===== src/rtl/reg_pipe.sv =====
// reg_pipe: DEPTH-stage valid/ready register pipeline carrying a WIDTH-bit word.
// Stalled stages hold, empty stages accept (bubble collapse), synchronous flush
// and reset, registered occupancy count.
// Optional feature macro: REG_PIPE_QBAR_EN adds a registered complement output qbar.
module reg_pipe #(
    parameter int unsigned      WIDTH     = 8,
    parameter int unsigned      DEPTH     = 4,
    parameter logic [WIDTH-1:0] RESET_VAL = '0
) (
    input  logic                       clk,
    input  logic                       reset,
    input  logic                       flush,
    input  logic                       in_valid,
    output logic                       in_ready,
    input  logic [WIDTH-1:0]           d,
    output logic                       out_valid,
    input  logic                       out_ready,
    output logic [WIDTH-1:0]           q,
`ifdef REG_PIPE_QBAR_EN
    output logic [WIDTH-1:0]           qbar,
`endif
    output logic [$clog2(DEPTH+1)-1:0] count
);

    localparam int unsigned CW = $clog2(DEPTH + 1);

    logic [DEPTH-1:0] valid;
    logic [WIDTH-1:0] data     [DEPTH];
    logic [DEPTH-1:0] ready;
    logic [DEPTH-1:0] up_valid;
    logic [WIDTH-1:0] up_data  [DEPTH];
    logic             in_xfer;
    logic             out_xfer;

    for (genvar i = 0; i < DEPTH; i++) begin : g_stage
        // Unrolled ready chain: a stage can load if any stage from here to the
        // output is empty, or the output is being drained.
        assign ready[i] = out_ready || !(&valid[DEPTH-1:i]);

        if (i == 0) begin : g_first
            assign up_valid[i] = in_valid;
            assign up_data[i]  = d;
        end else begin : g_rest
            assign up_valid[i] = valid[i-1];
            assign up_data[i]  = data[i-1];
        end
    end

    assign in_ready  = ready[0] && !flush;
    assign out_valid = valid[DEPTH-1];
    assign q         = data[DEPTH-1];
    assign in_xfer   = in_valid && in_ready;
    assign out_xfer  = out_valid && out_ready;

    // Stage registers and occupancy count; reset beats flush beats normal flow.
    always_ff @(posedge clk) begin
        if (reset) begin
            valid <= '0;
            count <= '0;
            for (int i = 0; i < DEPTH; i++) begin
                data[i] <= RESET_VAL;
            end
        end else if (flush) begin
            // Data is deliberately left in place; only the valids are dropped.
            valid <= '0;
            count <= '0;
        end else begin
            for (int i = 0; i < DEPTH; i++) begin
                if (ready[i]) begin
                    valid[i] <= up_valid[i];
                    // Empty stages keep stale data to avoid needless toggling.
                    if (up_valid[i]) begin
                        data[i] <= up_data[i];
                    end
                end
            end
            count <= count + CW'(in_xfer) - CW'(out_xfer);
        end
    end

`ifdef REG_PIPE_QBAR_EN
    // Complement register written from the same next-state as the last stage,
    // so it always matches ~q in the same cycle.
    always_ff @(posedge clk) begin
        if (reset) begin
            qbar <= ~RESET_VAL;
        end else if (!flush && ready[DEPTH-1] && up_valid[DEPTH-1]) begin
            qbar <= ~up_data[DEPTH-1];
        end
    end
`endif

endmodule


===== config.mk =====
export PLATFORM = sky130hd
export DESIGN_NAME = reg_pipe
export DESIGN_NICKNAME = d
export VERILOG_FILES = /design/src/rtl/reg_pipe.sv
export SDC_FILE = /design/constraint.sdc
export NUM_CORES = 1
export LEC_CHECK = 0
export ABC_AREA = 1
export BUFFER_PORTS_ARGS = -buffer_cell sky130_fd_sc_hd__buf_2
export CORE_UTILIZATION = 31
export DETAILED_ROUTE_END_ITERATION = 6
export PLACE_DENSITY = 0.49
export SLEW_MARGIN = 10
export SYNTH_ARGS = -nofsm -noshare
export SYNTH_HDL_FRONTEND = slang
export SYNTH_SLANG_ARGS = --single-unit

===== constraint.sdc =====
create_clock -name clk -period 2.5 [get_ports clk]
set_input_delay 0.125 -clock clk [delete_from_list [all_inputs] [get_ports clk]]
set_output_delay 0.125 -clock clk [all_outputs]
set_load 0.05 [all_outputs]

### Yosys cells after proc, flatten, opt, wreduce, memory -nomap -nowiden

Memories as Yosys holds them, arrays and structs flattened.
Cells that the tools add are included.

* output and inout port bits: 13
* bits of input ports: 13
* bits in writable memories: 32
* memories: 1
* logic and storage cells: 54
* bits in latches: 0
* ROM bits: 0
* register bits: 7

Memories
* data: words 4, bits a word 8, read ports 4, clocked after Yosys merged registers in 0, write ports 4, RTL line 28 `logic [WIDTH-1:0] data [DEPTH];`

* bitwise gates (word level): 4
* div/mod/pow operators: 0
* equal/unequal tests: 0
* shifts and indexed selects: 0
* add/sub/neg operators: 2
* multiplexer cells: 26
* reductions and logical operators: 16
* $mul: 0
* $lt $le $gt $ge: 0

Operator list (count)
* $mux W8: 4
* $mux W1: 22
* $logic_not A1 Y1: 5
* $logic_or A1 B1 Y1: 4
* $or A1 B1 Y1: 4
* $reduce_and A4 Y1: 1
* $add A3 B1 Y3: 1
* $logic_and A1 B1 Y1: 3
* $reduce_and A3 Y1: 1
* $sub A3 B1 Y3: 1
* $reduce_and A2 Y1: 1
* $reduce_or A2 Y1: 1

### Depth between registers and ports, before layout

* depth after elaboration: 8
* gate-level depth with buffers: 12

### Worst setup path before layout

Ideal clock, no wire load.

* path type: reg-to-reg
* start: register valid[3]
* end: register count[2]
* setup slack: 0.338 ns
* stages on the path, launching flop included: 13
* buffers on the path: 0
* library setup time: 0.070 ns
* data required time: 2.430 ns
* data arrival time: 2.092 ns
* cell sequence: dfxtp_1 > nand2_2 > nor2_4 > nand2_2 > nand3_1 > ha_1 > inv_1 > ha_1 > inv_1 > fa_1 > inv_1 > nand2_1 > a21oi_1

* longest elaborated chain between the ends: 7
* elaborated cells between the ends (all ways): 8

RTL lines
* start: declaration: RTL line 27 `logic [DEPTH-1:0] valid;`
* start signal: indexed assignment: RTL line 70 `valid[i] <= up_valid[i];`
* $reduce_and A4 Y1: RTL line 38 `assign ready[i] = out_ready || !(&valid[DEPTH-1:i]);`
* $logic_not A1 Y1: RTL line 38
* $logic_or A1 B1 Y1: RTL line 38
* $logic_and A1 B1 Y1: RTL line 49 `assign in_ready = ready[0] && !flush;`
* $logic_and A1 B1 Y1: RTL line 52 `assign in_xfer = in_valid && in_ready;`
* $add A3 B1 Y3: RTL line 77 `count <= count + CW'(in_xfer) - CW'(out_xfer);`
* $sub A3 B1 Y3 *: RTL line 77
* end signal: assignment: RTL line 77
* end: declaration: RTL line 22 `output logic [$clog2(DEPTH+1)-1:0] count`

Mark *: on every way between the ends. The rest lies on a longest branch, timed or not.
A chain may end at the register's enable or synchronous reset.

### Final worst setup path

Ends and elaborated chain as after synthesis.

==> flow_metrics.tcl <==
set metrics [dict create \
    max_freq_ghz 0.519 \
    dp_hpwl_mm 1.58 \
    track_usage_pct 9.10 \
    boundaryPins 26 \
    slew_headroom_pct 32.4 \
    drtPass1Iterations 3 \
    num-nets-final 206 \
    dpl_cell_area_um2 1840 \
    tightest_slew_ns 1.00 \
    cts-htree-levels 2 \
    syn_area_um2 1620 \
    dr.first_iter.drc_count 13 \
    ys_ff_latch 39 \
    die_w_um 74.3 \
    coreArea_um2 4880 \
    worstReg2RegEnd "count[2]" \
    cts_buffers 5 \
    seq_area_frac_synth_pct 67.9 \
    totalPowerFinal_mw 1.41 \
    hold_start "in_valid" \
    dieArea_um2 5520 \
    worstSkewPairLatency_ns 0.28 \
    vdd_drop_max_mv 0.318 \
    clock-root-buffer "clkbuf_8" \
    antenna_found_initial 0 \
    report.final.slew_viol_count 0 \
    finalCritPeriodShare_pct 77.1 \
    cts_resized 0 \
    hold_path.class "input pin to flop" \
    rr_startpoint "valid[3]" \
    rsz0062_at_grt "no" \
    setup_violations 0 \
    synthCells 157 \
    endpoint_kind "flop" \
    wire_per_inst_um 7.98 \
    grt_max_degree 13 \
    crit_top_cell "inv_1" \
    nFillCells 508 \
    rrSetupSlack_ns 0.57 \
    period_minus_slack_ns 1.93 \
    cts.sinks 39 \
    rows 25 \
    max_cap_viol_count 0 \
    gp_congestion 0.808 \
    yosysWarnings 0 \
    via_per_inst 3.72 \
    start_util_pct 33.2 \
    clockBufferDepth 2 \
    hold_viol 0 \
    drive_above_1_share_pct 21.5 \
    io_buffers 25 \
    cp_data_arrival_time_ns 2.14 \
    fp.dieH_um 74.3 \
    crit_chain "nand2_2 -> nor2_4 -> nand2_2 -> nand3_1 -> ha_1 -> inv_1 -> ha_1 -> inv_1 -> fa_1 -> inv_1 -> nand2_1 -> a21oi_1" \
    antenna_cells 0 \
    reg2reg_depth 12 \
    grt_pass1_wl_mm 3.76 \
    area_growth_pct 21.5 \
    syn_nets 173 \
    wirelength_mm 2.06 \
    slowest_delay_ns 0.38 \
    design_area_um2 1970 \
    finalSetupTns_ns 0 \
    synth_area_per_cell_um2 10.3 \
    crit_type "flop to flop" \
    power_density_nw_per_um2 716 \
    run_status "complete, no violations" \
    ys_types 13 \
    fin_skew_ns 0.00677 \
    leakagePower_nw 0.881 \
    grt_pass1_vias 917 \
    holdPathStages 3 \
    ctsHoldBuffers 0 \
    critical_path_peak_fanout 6 \
    holdPathEnd "valid[0]" \
    cts_tree "done" \
    clk_pin_slew_ns 0.07 \
    cp.required_ns 2.71 \
    drcViolationCount 0 \
    crit_path_top_delay_cell "dfxtp_1" \
    grt_overflow_total 0 \
    start_kind "flop" \
    vias 960 \
    drtAntennaViolNets 0 \
    cts_setup_buffers 0 \
]
## routing by layer
metal | wire, um | GRT usage, % | part of all wire (%)
met5 | 0 | 0 | 0
met4 | 11 | 3.14 | 0.53
met3 | 94 | 3.66 | 4.6
met2 | 1010 | 16.0 | 49
met1 | 946 | 10.0 | 46
## worst max path at each step
stage               startpoint  endpoint  slack (ns)  depth (start not counted)
floorplan             valid[3]  count[2]        0.34                         12
global placement      valid[3]  count[2]        0.64                         12
detailed placement    valid[3]  count[2]        0.57                         12
CTS                   valid[3]  count[2]        0.56                         12
global route          valid[3]  count[2]        0.45                         12
finish                valid[3]  count[2]        0.57                         12
## logic make-up after synthesis
group	Yosys count	share of synthesized area (%)
simple gates	63	16.8
buf+inv	46	10.6
flops	39	67.9
compound gates	6	1.85
fa+ha+maj	3	2.78
## report_power, final
group | total [mW] | leakage (nW) | internal, mW | switching [mW]
Clock | 0.597 | 0.0654 | 0.399 | 0.199
Sequential | 0.735 | 0.390 | 0.728 | 0.00710
Combinational | 0.0790 | 0.425 | 0.0211 | 0.0579
Total | 1.41 | 0.881 | 1.15 | 0.264
## cell type report
class                   instances  area (um2)  share of cell area, %
flip-flops and latches         39        1100                   55.9
clock inverters                 2        60.1                   3.05
clock buffers                   6        72.6                   3.68
repair buffers                 26         133                   6.73
inverters                      46         173                   8.76
well taps                      67        83.8                   4.25
multi-input cells              72         348                   17.7
## cell usage in the layout (no fill, tap or decap)
cell       netlist  routed
a21oi_1          4       4
fa_1             1       1
nor2_4           1       1
ha_1             2       2
clkbuf_8         0       5
dfxtp_1          7       7
buf_4            0       1
nand3_1          3       3
edfxtp_1        32      32
bufinv_16        0       2
nor2_1          42      42
inv_1           46      46
o21ai_0          2       2
buf_2            0      25
nand2_1         10      10
nand2_2          5       5
clkbuf_1         0       1
nand3_2          2       2
## worst max-delay path: cells and delay by family (launching register included)
family | cells | cell delay, ns
fa+ha+maj | 3 | 0.73
compound gates | 1 | 0.10
flops | 1 | 0.38
buf+inv | 3 | 0.17
simple gates | 5 | 0.48
## synth_stat cells
master,instances,area share [%]
nor2_1,42,9.7
nand2_1,10,2.3
nand3_2,2,1.2
nand2_2,5,1.9
a21oi_1,4,1.2
nor2_4,1,0.69
nand3_1,3,0.93
edfxtp_1,32,59
dfxtp_1,7,8.6
ha_1,2,1.5
inv_1,46,11
fa_1,1,1.2
o21ai_0,2,0.62
## metrics by stage
stage	std cells	hold slack (ns)	utilization [%]	setup slack [ns]
detailed placement	250	0.413	37.7	0.567
global route	258	0.129	40.4	0.446
global placement	250	0.411	37.7	0.641
floorplan	157	0.259	-	0.338
CTS	258	0.114	40.4	0.560
finish	258	0.126	40.4	0.572
## state kept, by name, summed over array words and instances, names as in the netlist
| signal | count |
|---|---|
| count | 3 |
| data | 32 |
| valid | 4 |
(Power assumes the default switching activity.)
